## src/rtl/mem_access.sv

```systemverilog
// Memory-access pipeline stage: ALU pass-through, plus loads/stores over a
// req/gnt/rvalid port with lane alignment, load extension and a watchdog.
module mem_access #(
  parameter int unsigned TIMEOUT = 255
) (
  input  logic        clk,
  input  logic        rst,
  input  logic        valid_i,
  input  logic        mem_read_i,
  input  logic        mem_write_i,
  input  logic [2:0]  funct3_i,
  input  logic [31:0] alu_out_i,
  input  logic [31:0] wdata_i,
  output logic        stall_o,
  output logic        valid_o,
  output logic [31:0] alu_out_o,
  output logic [31:0] rdatamem_o,
  output logic        misalign_o,
  output logic        bus_err_o,
  output logic        dmem_req_o,
  output logic        dmem_we_o,
  output logic [31:0] dmem_addr_o,
  output logic [3:0]  dmem_be_o,
  output logic [31:0] dmem_wdata_o,
  input  logic        dmem_gnt_i,
  input  logic        dmem_rvalid_i,
  input  logic [31:0] dmem_rdata_i
);

  localparam int unsigned CNT_W = $clog2(TIMEOUT + 1);
  localparam logic [CNT_W-1:0] TMO_LAST = CNT_W'(TIMEOUT - 1);

  typedef enum logic [1:0] {
    S_IDLE,
    S_REQ,
    S_RESP,
    S_DONE
  } state_t;

  state_t state_q, state_d;

  logic             req_q;
  logic             we_q;
  logic [31:0]      addr_q;
  logic [1:0]       off_q;
  logic [2:0]       funct3_q;
  logic [31:0]      alu_q;
  logic [3:0]       be_q;
  logic [31:0]      wdata_q;
  logic [31:0]      rdata_q;
  logic [CNT_W-1:0] cnt_q;
  logic             err_q;

  logic        is_mem;
  logic        f3_bad;
  logic        align_bad;
  logic        illegal;
  logic        accept;
  logic        timeout_hit;
  logic [3:0]  be_calc;
  logic [31:0] wdata_calc;
  logic [31:0] sel;
  logic [31:0] ext;

  // Access legality: width/alignment, unsupported funct3, and read+write together
  always_comb begin
    is_mem = mem_read_i | mem_write_i;
    if (mem_write_i)
      f3_bad = (funct3_i >= 3'b011);
    else
      f3_bad = (funct3_i == 3'b011) || (funct3_i[2:1] == 2'b11);
    case (funct3_i[1:0])
      2'b01:   align_bad = alu_out_i[0];
      2'b10:   align_bad = (alu_out_i[1:0] != 2'b00);
      default: align_bad = 1'b0;
    endcase
    illegal = (mem_read_i & mem_write_i) | f3_bad | align_bad;
    accept  = (state_q == S_IDLE) && valid_i && is_mem && !illegal;
  end

  always_comb begin
    case (funct3_i[1:0])
      2'b00: begin
        be_calc    = 4'b0001 << alu_out_i[1:0];
        wdata_calc = {4{wdata_i[7:0]}};
      end
      2'b01: begin
        be_calc    = alu_out_i[1] ? 4'b1100 : 4'b0011;
        wdata_calc = {2{wdata_i[15:0]}};
      end
      default: begin
        be_calc    = 4'b1111;
        wdata_calc = wdata_i;
      end
    endcase
  end

  always_comb begin
    sel = dmem_rdata_i >> {off_q, 3'b000};
    case (funct3_q)
      3'b000:  ext = {{24{sel[7]}}, sel[7:0]};
      3'b100:  ext = {24'h0, sel[7:0]};
      3'b001:  ext = {{16{sel[15]}}, sel[15:0]};
      3'b101:  ext = {16'h0, sel[15:0]};
      default: ext = dmem_rdata_i;
    endcase
  end

  assign timeout_hit = (cnt_q == TMO_LAST);

  always_comb begin
    state_d    = state_q;
    stall_o    = 1'b0;
    valid_o    = 1'b0;
    misalign_o = 1'b0;
    alu_out_o  = alu_out_i;
    rdatamem_o = 32'h0;
    case (state_q)
      S_IDLE: begin
        if (valid_i) begin
          if (!is_mem) begin
            valid_o = 1'b1;
          end else if (illegal) begin
            misalign_o = 1'b1;
          end else begin
            stall_o = 1'b1;
            state_d = S_REQ;
          end
        end
      end
      S_REQ: begin
        stall_o = 1'b1;
        if (dmem_gnt_i)
          state_d = we_q ? S_DONE : S_RESP;
        else if (timeout_hit)
          state_d = S_DONE;
      end
      S_RESP: begin
        stall_o = 1'b1;
        if (dmem_rvalid_i || timeout_hit)
          state_d = S_DONE;
      end
      S_DONE: begin
        // A timed-out access retires as a bubble; rdata_q is still zero then
        valid_o    = !err_q;
        alu_out_o  = alu_q;
        rdatamem_o = rdata_q;
        state_d    = S_IDLE;
      end
    endcase
  end

  always_ff @(posedge clk) begin
    if (rst) begin
      state_q  <= S_IDLE;
      req_q    <= 1'b0;
      we_q     <= 1'b0;
      addr_q   <= 32'h0;
      off_q    <= 2'b00;
      funct3_q <= 3'b000;
      alu_q    <= 32'h0;
      be_q     <= 4'h0;
      wdata_q  <= 32'h0;
      rdata_q  <= 32'h0;
      cnt_q    <= '0;
      err_q    <= 1'b0;
    end else begin
      state_q <= state_d;
      err_q   <= 1'b0;
      case (state_q)
        S_IDLE: begin
          if (accept) begin
            req_q    <= 1'b1;
            we_q     <= mem_write_i;
            addr_q   <= {alu_out_i[31:2], 2'b00};
            off_q    <= alu_out_i[1:0];
            funct3_q <= funct3_i;
            alu_q    <= alu_out_i;
            be_q     <= be_calc;
            wdata_q  <= mem_write_i ? wdata_calc : 32'h0;
            rdata_q  <= 32'h0;
            cnt_q    <= '0;
          end
        end
        S_REQ: begin
          cnt_q <= cnt_q + CNT_W'(1);
          if (dmem_gnt_i || timeout_hit) begin
            req_q <= 1'b0;
            we_q  <= 1'b0;
            be_q  <= 4'h0;
          end
          if (!dmem_gnt_i && timeout_hit)
            err_q <= 1'b1;
        end
        S_RESP: begin
          cnt_q <= cnt_q + CNT_W'(1);
          if (dmem_rvalid_i)
            rdata_q <= ext;
          else if (timeout_hit)
            err_q <= 1'b1;
        end
        default: ;
      endcase
    end
  end

  assign bus_err_o    = err_q;
  assign dmem_req_o   = req_q;
  assign dmem_we_o    = we_q;
  assign dmem_addr_o  = addr_q;
  assign dmem_be_o    = be_q;
  assign dmem_wdata_o = wdata_q;

endmodule

```

## config.mk

```make
export PLATFORM = sky130hd
export DESIGN_NAME = mem_access
export DESIGN_NICKNAME = d
export VERILOG_FILES = /design/src/rtl/mem_access.sv
export SDC_FILE = /design/constraint.sdc
export NUM_CORES = 1
export LEC_CHECK = 0
export BUFFER_PORTS_ARGS = -buffer_cell sky130_fd_sc_hd__buf_2
export CAP_MARGIN = 25
export CORE_AREA = 2 2 122 124
export DETAILED_ROUTE_END_ITERATION = 7
export DIE_AREA = 0 0 124 126
export GPL_ROUTABILITY_DRIVEN = 0
export PLACE_DENSITY = 0.76
export SLEW_MARGIN = 20
export SYNTH_ARGS = -nofsm -noshare
export SYNTH_HDL_FRONTEND = slang
export SYNTH_SLANG_ARGS = --single-unit
```

## constraint.sdc

```tcl
create_clock -name clk -period 2.4 [get_ports clk]
set_clock_uncertainty 0.1 [all_clocks]
set_input_delay 0.24 -clock clk [delete_from_list [all_inputs] [get_ports clk]]
set_output_delay 0.24 -clock clk [all_outputs]
set_load 0.01 [all_outputs]
```

Word level (Yosys, flattened, before mapping)

Index checks and enable logic that the tools add are counted.

$add $sub $neg: 1
$mul: 0
Divide/modulo/power cells: 0
Magnitude comparators: 1
Eq/ne operators: 19
Shift-type cells: 2
Mux-type cells: 45
Bitwise operators: 4
Reduce and logical (&&, ||, !) cells: 23

Operator list:

| operator            | count |
|---|---|
| $mux 32             | 5 |
| $pmux 32 s2         | 2 |
| $pmux 32 s4         | 1 |
| $shr 32x5->16       | 1 |
| $mux 1              | 17 |
| $pmux 4 s2          | 2 |
| $pmux 8 s2          | 1 |
| $ne 2x2->1 const B  | 7 |
| $mux 2              | 6 |
| $mux 4              | 3 |
| $pmux 1 s2          | 6 |
| $add 8x1->8 const B | 1 |
| $eq 2x2->1 const B  | 4 |
| $eq 8x8->1 const B  | 1 |
| $mux 8              | 1 |
| $pmux 2 s4          | 1 |
| $reduce_bool 2->1   | 4 |
| $eq 3x3->1 const B  | 2 |
| $reduce_and 3->1    | 2 |
| $reduce_and 5->1    | 1 |
| $eq 2x1->1 const B  | 2 |
| $logic_and 1x1->1   | 4 |
| $logic_not 2->1     | 2 |
| $reduce_and 2->1    | 2 |
| other kinds (11)    | 17 |

Flip-flop bits (word level): 148
Bits in latches: 0
Bits in writable memories: 0
ROM bits: 0
Input bits: 106
Logic and storage cells: 107
Memories: 0

Logic depth before layout (Yosys ltp)

Gate-level depths: netlist of run 1.

Depth in word-level cells: 9
Mapped depth: 10
Depth with buffers taken out: 7

Worst setup path after synthesis of run 1

Ideal clock, no wire load.

Path type: flip-flop to flip-flop
From: register state_q[0]
To: register cnt_q[7]
Arrival: 1.877 ns
Required time: 2.230 ns
Slack: 0.352 ns
Stages on the path, launching flop included: 9
Path buffers: 1
Period minus slack after synthesis: 2.048 ns
Cells stage by stage: dfxtp_1 inv_1 ha_1 o211ai_2 nor3_4 a22oi_2 buf_2 or4_1 a21oi_1

Longest elaborated chain between the ends: 6
Elaborated cells on any way between the ends: 11
Classes of those cells: eq/ne (3); mux (1); reduce/logical (7)

Ends and longest elaborated chain:

| what                            | RTL line | text |
|---|---|---|
| from (decl)                     | 40       | `state_t state_q, state_d;` |
| from (signal assigned)          | 168      | `state_q <= state_d;` |
| $logic_not 2->1                 | 78, 170  |  |
| $logic_and 1x1->1 (3 in series) | 78       | `accept = (state_q == S_IDLE) && valid_i && is_mem && !illegal;` |
| $ne 2x2->1 (no line)            | n/a      |  |
| $reduce_and 2->1 (no line)      | n/a      |  |
| to (signal assigned)            | 186      | `cnt_q <= cnt_q + CNT_W'(1);` |
| to (signal assigned)            | 196      | `cnt_q <= cnt_q + CNT_W'(1);` |
| to (decl)                       | 51       | `logic [CNT_W-1:0] cnt_q;` |

Several ways; a longest one is shown, not always the timed one.
A chain may end at the register's enable or synchronous reset.

Final worst setup path of run 1

From: register state_q[1]
To: output alu_out_o[23]

Longest elaborated chain between the ends: 2

Ends and longest elaborated chain:

| what       | RTL line | text |
|---|---|---|
| $eq 2x2->1 | 118      | `case (state_q)` |
| $mux 32    | 118      |  |
| to (decl)  | 16       | `output logic [31:0] alu_out_o,` |

No other way between the ends.

==> metrics.txt, run 1 <==
Final Hold Viols=0; post-DR wirelength/cell=16.04 µm; Total Routing Usage GR=24.71%; Register-to-Register Setup Slack=0.21 ns; Yosys top cell area share=36.81%; Synth area leaders=dfxtp_1 37%, nand2_1 9.2%, a21oi_1 7.8%, mux2_2 5.7%, buf_4 3.9%; DIE AREA=15620 µm²; actual slew at the worst max-slew pin=0.6198 ns; sequential share of power=33.4%; Mapped Area=6309 µm²; largest stage delay on the critical path=0.40 ns; clk buf depth=2; clock group share of total power=40.2%; CP arrival=1.86 ns; placed insts=1146; Startpoint Class=register; Max Transition Viols Final=0; Core ar.=14310 µm²; ys async rst share=0%; hold path startpoint=wdata_i[6]; fin crit period=2.205 ns; Comb power frac=26.4%; Max Clock Freq=0.4536 GHz; Post-DP HPWL=13760 µm; area of the multi-input gates=3451 µm²; std cell rows=44; Worst Path Required=2.06 ns; TritonCTS Buffers=17; postcts setup bufs=0; net switching power=2.106 mW; Port Buffer Count=241; Root Driver=clkbuf_16; Synthesis Warnings=0; most frequent cell after synthesis=nand2_1; syn_area_per_cell=8.047 µm²; Sw Ratio=32.57%; Crit-path slowest cell=dfxtp_1; setup TNS=0 ns; worst skew pair latency=0.42 ns; vias in the first global route=6148; Area Overhead vs Synth=33.72%; count of final setup violators=0; Leak=3.662 nW; Bufs and invs on worst path=2; Antenna Diode Count=0; Post-synth top cells=154 x nand2_1, 116 x dfxtp_1, 98 x a21oi_1; critical path class=reg -> out; RSZ-0062 raised after global routing=no; Synth cell types=63; Antenna Nets Post-Route=0; Ports=244; H-tree lvl count=4; status=complete, no violations; fraction of layout instances using a drive strength above 1=33.95%; Layout fillers=1333; Initial Util=44.07%; cell taking the most area after synthesis=dfxtp_1; Die Wd=124 µm; post-DR vias/cell=5.454; Reg clk slew, reported paths=0.06 ns; hold-critical path depth=3; global-route wire length before repair=30400 µm; largest net degree at the start of global routing=68; reg2reg end=rdata_q[16]; DR vias=6594; DR pass1 iterations=5; Layout Nets=1128; Slew Limit Headroom=58.68%; Top FF cell, synth=dfxtp_1; Syn Inst Count=784; Int Power=4.360 mW; final std cells w/o fill=1209; Cell Chain, Critical Path=ha_2 -> buf_6 -> mux2_2 -> buf_2; Power Density=766.6 nW/µm²; Crit Reg-Reg Startpoint=state_q[0]; drt drc=0; Iter 0 DRT Violations=431; Storage cell area=2322 µm²; ratio of final minimum period to clock period=91.86%; final WL=19390 µm; CTS tree=done; grt total ovfl=0; Worst Path Max Fanout=34; Hold EP=dmem_wdata_o[6]; Post-synth EDFFs=0; CTS Sinks=116; Synth Register Bits=116; max cap viols=0; crit end category=output pin; Hold Crit Class=in -> reg; post-synthesis sequential area ratio=36.81%; Die Y=126 µm; critical path's top delay family=flip-flops; VDD IR-drop max=412.3 µV; initial antenna violation count=0; hold_ws=0.01334 ns; R2R cell count=7
==> stage by stage <==
step	instance area [µm²]	worst slack, ns	utilization, %	power, mW
after CTS	8432	0.09277	58.91	6.480
final	8436	0.1953	58.93	6.467
after detailed placement	7513	0.1306	52.49	3.835
after global placement	7513	0.1682	52.49	3.810
after floorplan	6312	0.3525	-	3.240
after global routing	8436	0.08203	58.93	6.782
==> worst min-delay path: stages <==
cell and delay (ns):
buf_2 0.12, nand3_1 0.07, a21oi_1 0.06
==> flip-flops by register name, indices dropped and copies added (netlist names), 2 cells and up <==
name and flops:
alu_q 31, cnt_q 8, dmem_be_o 4, dmem_wdata_o 32, funct3_q 3, rdata_q 32
state_q 2
==> how the worst max path moves through the flow <==
stage / from / end / cells after the start
2_1_floorplan: state_q[0] / cnt_q[7] / 8
3_3_place_gp: funct3_i[1] / rdata_q[16] / 8
3_5_place_dp: funct3_i[1] / rdata_q[29] / 8
4_1_cts: state_q[1] / rdatamem_o[3] / 5
6_report: state_q[1] / alu_out_o[23] / 4
5_1_grt: state_q[1] / rdatamem_o[10] / 5
==> logic make-up after synthesis <==
kind of cell / Yosys count / synth area share, %
AOI/OAI and AO/OA: 237 / 24.38
buffers and inverters: 106 / 8.727
DFF: 116 / 36.81
muxes: 42 / 7.378
and+or+nand+nor: 272 / 20.67
other: 1 / 0.05944
adders and majority gates: 10 / 1.983
==> layer usage <==
| metal | GRT usage (%) | part of all wire [%] | vias to the layer above |
|---|---|---|---|
| met5 | 0 | 0 | - |
| li1 | - | - | 3195 |
| met1 | 29.74 | 41 | 3074 |
| met3 | 7.428 | 8.1 | 44 |
| met2 | 40.40 | 48 | 281 |
| met4 | 10.97 | 2.7 | 0 |
==> cell type report <==
type | instances | share of cell area, %
clock buffers | 17 | 5.043
clock inverters | 15 | 2.166
inverters | 13 | 0.5785
multi-input cells | 563 | 40.91
flip-flops and latches | 116 | 27.53
well taps | 184 | 2.729
repair buffers | 301 | 21.05
==> cells in the final DEF, fill, tap and decap left out, types with 13 or more instances in the layout <==
cell,instances
buf_2,241
nand2_1,153
dfxtp_1,116
a21oi_1,98
o21ai_0,38
mux2_2,32
and2_1,32
dlygate4sd3_1,31
buf_4,25
nand3_1,22
o211ai_1,21
nand2b_1,20
clkbuf_16,17
a22o_1,16
inv_1,13
nor2_1,13
==> power groups by stage <==
stage	Combinational (mW)	Clock (mW)	Sequential (mW)
after floorplan	1.04	0	2.20
after global placement	1.62	0	2.19
after detailed placement	1.64	0	2.20
after global routing	1.86	2.75	2.17
final	1.71	2.60	2.16
after CTS	1.68	2.64	2.16
==> timing repair <==
action                                 in CTS  in global routing
endpoints found under the hold margin      31                  0
setup endpoints to repair                   0                  7
gates resized for setup                     0                  1
hold buffers                               31                  0
(Power assumes the default switching activity.)
==> run 2: changes to the inputs <==
- CTS_BUF_LIST: not set -> sky130_fd_sc_hd__clkbuf_4 sky130_fd_sc_hd__clkbuf_8
==> metrics.txt, run 2 (synthesis results as in run 1) <==
status=complete, no violations; DR vias=6601; area of the multi-input gates=3460 µm²; Storage cell area=2322 µm²; Slew Limit Headroom=59.01%; hold_ws=0.03845 ns; largest stage delay on the critical path=0.53 ns; Worst Path Max Fanout=4; Antenna Nets Post-Route=0; Leak=3.622 nW; Ports=244; largest net degree at the start of global routing=68; Max Clock Freq=0.4348 GHz; Power Density=691.3 nW/µm²; sequential share of power=37.2%; Core ar.=14310 µm²; final worst slack=0.1003 ns; clock group share of total power=32.9%; actual slew at the worst max-slew pin=0.6149 ns; max cap viols=0; Initial Util=44.07%; clk buf depth=2; fin crit period=2.300 ns; final WL=19450 µm; CP arrival=1.96 ns; grt total ovfl=0; Sw Ratio=34.87%; fraction of layout instances using a drive strength above 1=33.59%; vias in the first global route=6091; DIE AREA=15620 µm²; CTS Sinks=116; global-route wire length before repair=30240 µm; Layout fillers=1332; critical path's top delay family=buffers and inverters; H-tree lvl count=4; TritonCTS Buffers=17; commonest non-fill, non-tap cell in the layout=buf_2; pre-CTS setup slack=0.1306 ns; DR pass1 iterations=5; Root Driver=clkbuf_8; count of final setup violators=0; worst skew pair latency=0.44 ns; Final Hold Viols=0; Worst Path Required=2.06 ns; Die Y=126 µm; Reg clk slew, reported paths=0.07 ns; Comb power frac=29.8%; Hold Crit Class=in -> reg; post-DR vias/cell=5.411; post-DR wirelength/cell=15.94 µm; Layout Nets=1139; Bufs and invs on worst path=3; Crit-path slowest cell=dlygate4sd3_1; drt drc=0; Iter 0 DRT Violations=426; Cell Chain, Critical Path=dlygate4sd3_1 -> buf_2 -> nor3b_1 -> a211oi_2 -> nor3_4 -> nor2_1 -> nor2_1 -> buf_2; most frequent cells in the layout=241 x buf_2, 153 x nand2_1, 116 x dfxtp_1; std cell rows=44; CTS tree=done; Post-DP HPWL=13760 µm; Startpoint Class=primary input; setup TNS=0 ns; Max Transition Viols Final=0; Port Buffer Count=241; Area Overhead vs Synth=32.57%; critical path class=in -> out; Int Power=3.766 mW; VDD IR-drop max=467.2 µV; Antenna Diode Count=0; total power=5.781 mW; crit end category=output pin; Die Wd=124 µm; Total Routing Usage GR=24.48%; ratio of final minimum period to clock period=95.82%; RSZ-0062 raised after global routing=no; initial antenna violation count=0; net switching power=2.016 mW
==> run 2: changes by cell type in the layout (fill, tap and decap cells not counted), sizes merged <==
cell / previous run / this run
dlygate4sd3: 31 / 42
==> run 2: layout make-up <==
class,count,area share [%]
Multi-Input combinational cell,563,41.37
Sequential cell,116,27.77
Tap cell,184,2.753
Inverter,13,0.5835
Clock inverter,15,2.184
Timing Repair Buffer,312,22.55
Clock buffer,17,2.798
==> run 2: per-stage QoR <==
step           instance area (µm²)  std cells  util (%)
2_1_floorplan                 6312        785         -
3_3_place_gp                  7513       1146     52.49
3_5_place_dp                  7513       1146     52.49
4_1_cts                       8351       1220     58.34
5_1_grt                       8363       1220     58.43
6_report                      8363       1220     58.43
==> run 2: final timing paths <==
| path | start | end | slack, ns | cells past startpoint |
|---|---|---|---|---|
| max reg2reg | state_q[0] | rdata_q[16] | 0.22 | 7 |
| min | wdata_i[31] | dmem_wdata_o[31] | 0.04 | 3 |
| max | funct3_i[2] | stall_o | 0.10 | 8 |
| min reg2reg | dmem_wdata_o[15] | dmem_wdata_o[15] | 0.35 | 2 |
==> run 2: metal layers <==
metal,share of wire [%],global-route usage (%)
met5,0,0
met3,7.6,6.975
met1,41,29.55
met2,48,40.24
met4,2.7,10.84
==> run 2: what timing repair did <==
item	4_1_cts	5_1_grt
gates resized for setup	0	2
buffers inserted	0	0
hold buffers	42	0
hold endpoints to repair	42	0
setup endpoints to repair	0	35
==> run 2: power by group through the flow <==
stage	registers [mW]	logic (mW)	clock network, mW
CTS	2.15	1.70	1.94
global route	2.17	1.88	2.04
detailed placement	2.20	1.64	0
finish	2.15	1.72	1.90
floorplan	2.20	1.04	0
global placement	2.19	1.62	0
==> run 2: worst reg2reg max path: cells and delay by family (launching register included) <==
kind	cells	cell delay, ns
AOI/OAI and AO/OA	4	1.04
DFF	1	0.34
and+or+nand+nor	1	0.30
adders and majority gates	1	0.19
buffers and inverters	1	0.11
==> run 3: changes to the inputs <==
--- a/config.mk
+++ b/config.mk
@@ -6,10 +6,11 @@
 export NUM_CORES = 1
 export LEC_CHECK = 0
+export ABC_AREA = 1
 export BUFFER_PORTS_ARGS = -buffer_cell sky130_fd_sc_hd__buf_2
 export CAP_MARGIN = 25
-export CORE_AREA = 2 2 122 124
+export CORE_AREA = 2 2 126 128
 export CTS_BUF_LIST = sky130_fd_sc_hd__clkbuf_4 sky130_fd_sc_hd__clkbuf_8
 export DETAILED_ROUTE_END_ITERATION = 7
-export DIE_AREA = 0 0 124 126
+export DIE_AREA = 0 0 128 130
 export GPL_ROUTABILITY_DRIVEN = 0
 export PLACE_DENSITY = 0.76
==> constraint.sdc (replaced) <==
create_clock -name clk -period 2.4 [get_ports clk]
set_clock_uncertainty 0.1 [all_clocks]
set_input_delay 0.48 -clock clk [delete_from_list [all_inputs] [get_ports clk]]
set_output_delay 0.48 -clock clk [all_outputs]
set_load 0.01 [all_outputs]
==> metrics.txt, run 3 <==
Iter 0 DRT Violations=690; fin area=8379 µm²; syn_area_per_cell=6.617 µm²; largest net degree at the start of global routing=60; Syn Inst Count=1020; Port Buffer Count=241; hold path startpoint=alu_out_i[13]; final WL=19950 µm; Register-to-Register Setup Slack=0.31 ns; vias in the first global route=6439; Initial Util=43.75%; RSZ-0062 raised after global routing=no; placed insts=1383; ys async rst share=0%; post-DR wirelength/cell=14.09 µm; reg2reg end=rdata_q[21]; fin crit period=2.268 ns; VDD IR-drop max=552.9 µV; grt total ovfl=0; Leak=4.308 nW; H-tree lvl count=4; max cap viols=0; status=complete, no violations; actual slew at the worst max-slew pin=0.5591 ns; area of the multi-input gates=3421 µm²; area post-placement=7920 µm²; Post-synth EDFFs=0; initial antenna violation count=0; TritonCTS Buffers=17; ratio of final minimum period to clock period=94.49%; Synth cell types=39; Synth Register Bits=116; Hold Crit Class=in -> reg; setup TNS=0 ns; hold-critical path depth=3; Yosys top cell area share=34.41%; CP arrival=1.69 ns; Worst Path Max Fanout=4; Hold EP=alu_q[13]; Startpoint Class=register; Crit Reg-Reg Startpoint=alu_q[1]; Cell Chain, Critical Path=inv_4 -> ha_4 -> nand2_2 -> nor2_4 -> nand4_4 -> a21oi_2 -> buf_2; fraction of layout instances using a drive strength above 1=27.12%; largest stage delay on the critical path=0.36 ns; Power Density=750.3 nW/µm²; Int Power=3.932 mW; Ports=244; Total Routing Usage GR=23.81%; Synthesis Warnings=0; Bufs and invs on worst path=2; final worst slack=0.1323 ns; Antenna Nets Post-Route=0; hold-fix buffers at CTS=0; DR pass1 iterations=6; post-DR vias/cell=5.172; count of final setup violators=0; GR Layer Usage met2=39.19%; critical path's top delay family=flip-flops; GR Util met1=30.29%; Storage cell area=2327 µm²; Max Transition Viols Final=0; Area Overhead vs Synth=24.16%; R2R cell count=9; sequential share of power=35.5%; hold_ws=0.1974 ns; crit end category=output pin; cell taking the most area after synthesis=dfxtp_1; clock group share of total power=30.1%; Sw Ratio=37.45%; commonest non-fill, non-tap cell in the layout=buf_2; Synth area leaders=dfxtp_1 34%, nand2_1 13%, o21ai_0 9.4%, a21oi_1 7.1%, inv_1 6.2%; final std cells w/o fill=1416; Comb power frac=34.4%; DR vias=7324; global-route wire length before repair=31890 µm; net switching power=2.355 mW; clk buf depth=2; Core ar.=15420 µm²; worst skew pair latency=0.43 ns; CTS Sinks=116; post-synthesis sequential area ratio=34.41%; Root Driver=clkbuf_8; Layout Nets=1327; Mapped Area=6749 µm²; std cell rows=46; Die Y=130 µm; most frequent cells in the layout=241 x buf_2, 227 x nand2_1, 127 x o21ai_0; critical path class=reg -> out; Worst Path Required=1.82 ns; Post-DP HPWL=14950 µm; Top FF cell, synth=dfxtp_1; Die Wd=128 µm; Max Clock Freq=0.4410 GHz; Crit-path slowest cell=dfxtp_2; Reg clk slew, reported paths=0.08 ns; pre-CTS setup slack=0.05136 ns; drt drc=0; Final Hold Viols=0; Layout fillers=1545; CTS tree=done; DIE AREA=16640 µm²; GR peak layer=met2; Post-synth top cells=227 x nand2_1, 127 x o21ai_0, 116 x dfxtp_1; M3 GR Usage=6.560%; most frequent cell after synthesis=nand2_1; Slew Limit Headroom=62.73%; Antenna Diode Count=0
==> run 3: cell count changes in the layout (fill, tap and decap cells not counted), sizes merged, moves of 33 or more <==
cell,change
inv,+102
o21ai,+90
nand2,+77
nor2,+69
nand3,+44
dlygate4sd3,-42
mux2,-33
==> run 3: through the flow <==
| stage | utilization, % | power, mW |
|---|---|---|
| 2_1_floorplan | - | 3.688 |
| 3_3_place_gp | 51.35 | 4.341 |
| 3_5_place_dp | 51.35 | 4.363 |
| 4_1_cts | 54.18 | 6.304 |
| 5_1_grt | 54.32 | 6.667 |
| 6_report | 54.32 | 6.287 |
==> run 3: power by group through the flow <==
stage,registers [mW],logic [mW],clock network [mW]
2_1_floorplan,2.27,1.42,0
3_3_place_gp,2.26,2.08,0
3_5_place_dp,2.26,2.10,0
4_1_cts,2.22,2.14,1.94
5_1_grt,2.26,2.38,2.04
6_report,2.23,2.16,1.89
==> run 3: how the worst max path moves through the flow <==
| stage | cells past startpoint | slack (ns) | startpoint | endpoint |
|---|---|---|---|---|
| final | 7 | 0.13 | state_q[0] | stall_o |
| after global routing | 5 | 0.006 | state_q[0] | alu_out_o[15] |
| after CTS | 5 | 0.01 | state_q[1] | alu_out_o[15] |
| after detailed placement | 11 | 0.05 | funct3_i[0] | cnt_q[7] |
| after global placement | 11 | 0.09 | funct3_i[0] | cnt_q[7] |
| after floorplan | 8 | 0.14 | funct3_i[0] | stall_o |
==> run 3: per-layer routing <==
metal  vias to the layer above  part of all wire, %  wire, µm
met2                       332                   47      9357
li1                       3671                    -         -
met1                      3293                   43      8498
met5                         -                    0         0
met3                        28                  9.0      1788
met4                         0                  1.5       307
==> run 3: worst reg2reg max path: stages (launching register included) <==
cell and delay [ns]:
dfxtp_1 0.53, inv_2 0.26, nand3_1 0.16, nand2_1 0.09, nand2_2 0.19, nand3_2 0.29, nand3_1 0.17, nor2_1 0.06
nor2_1 0.09, nor2_1 0.05
==> run 3: final cells by class <==
type,instances,area share (%)
multi-input combinational,688,40.82
sequential,116,27.77
timing repair buffer,271,18.28
inverter,117,5.271
tap,192,2.867
clock buffer,17,2.792
clock inverter,15,2.195
==> run 3: logic make-up (layout without fill, tap and decap cells) <==
kind of cell    after synthesis  count (layout)  synth area share [%]
fa+ha+maj                    10              10                 1.854
flops                       116             116                 34.41
simple gates                403             403                 25.49
other cells                   1               2               0.05556
buf+inv                     217             420                 15.39
compound gates              273             273                 22.80
==> run 3: repair_timing <==
item,4_1_cts,5_1_grt
gates resized for setup,6,4
buffers inserted,0,1
pin swaps,1,2
endpoints found under the setup margin,12,30
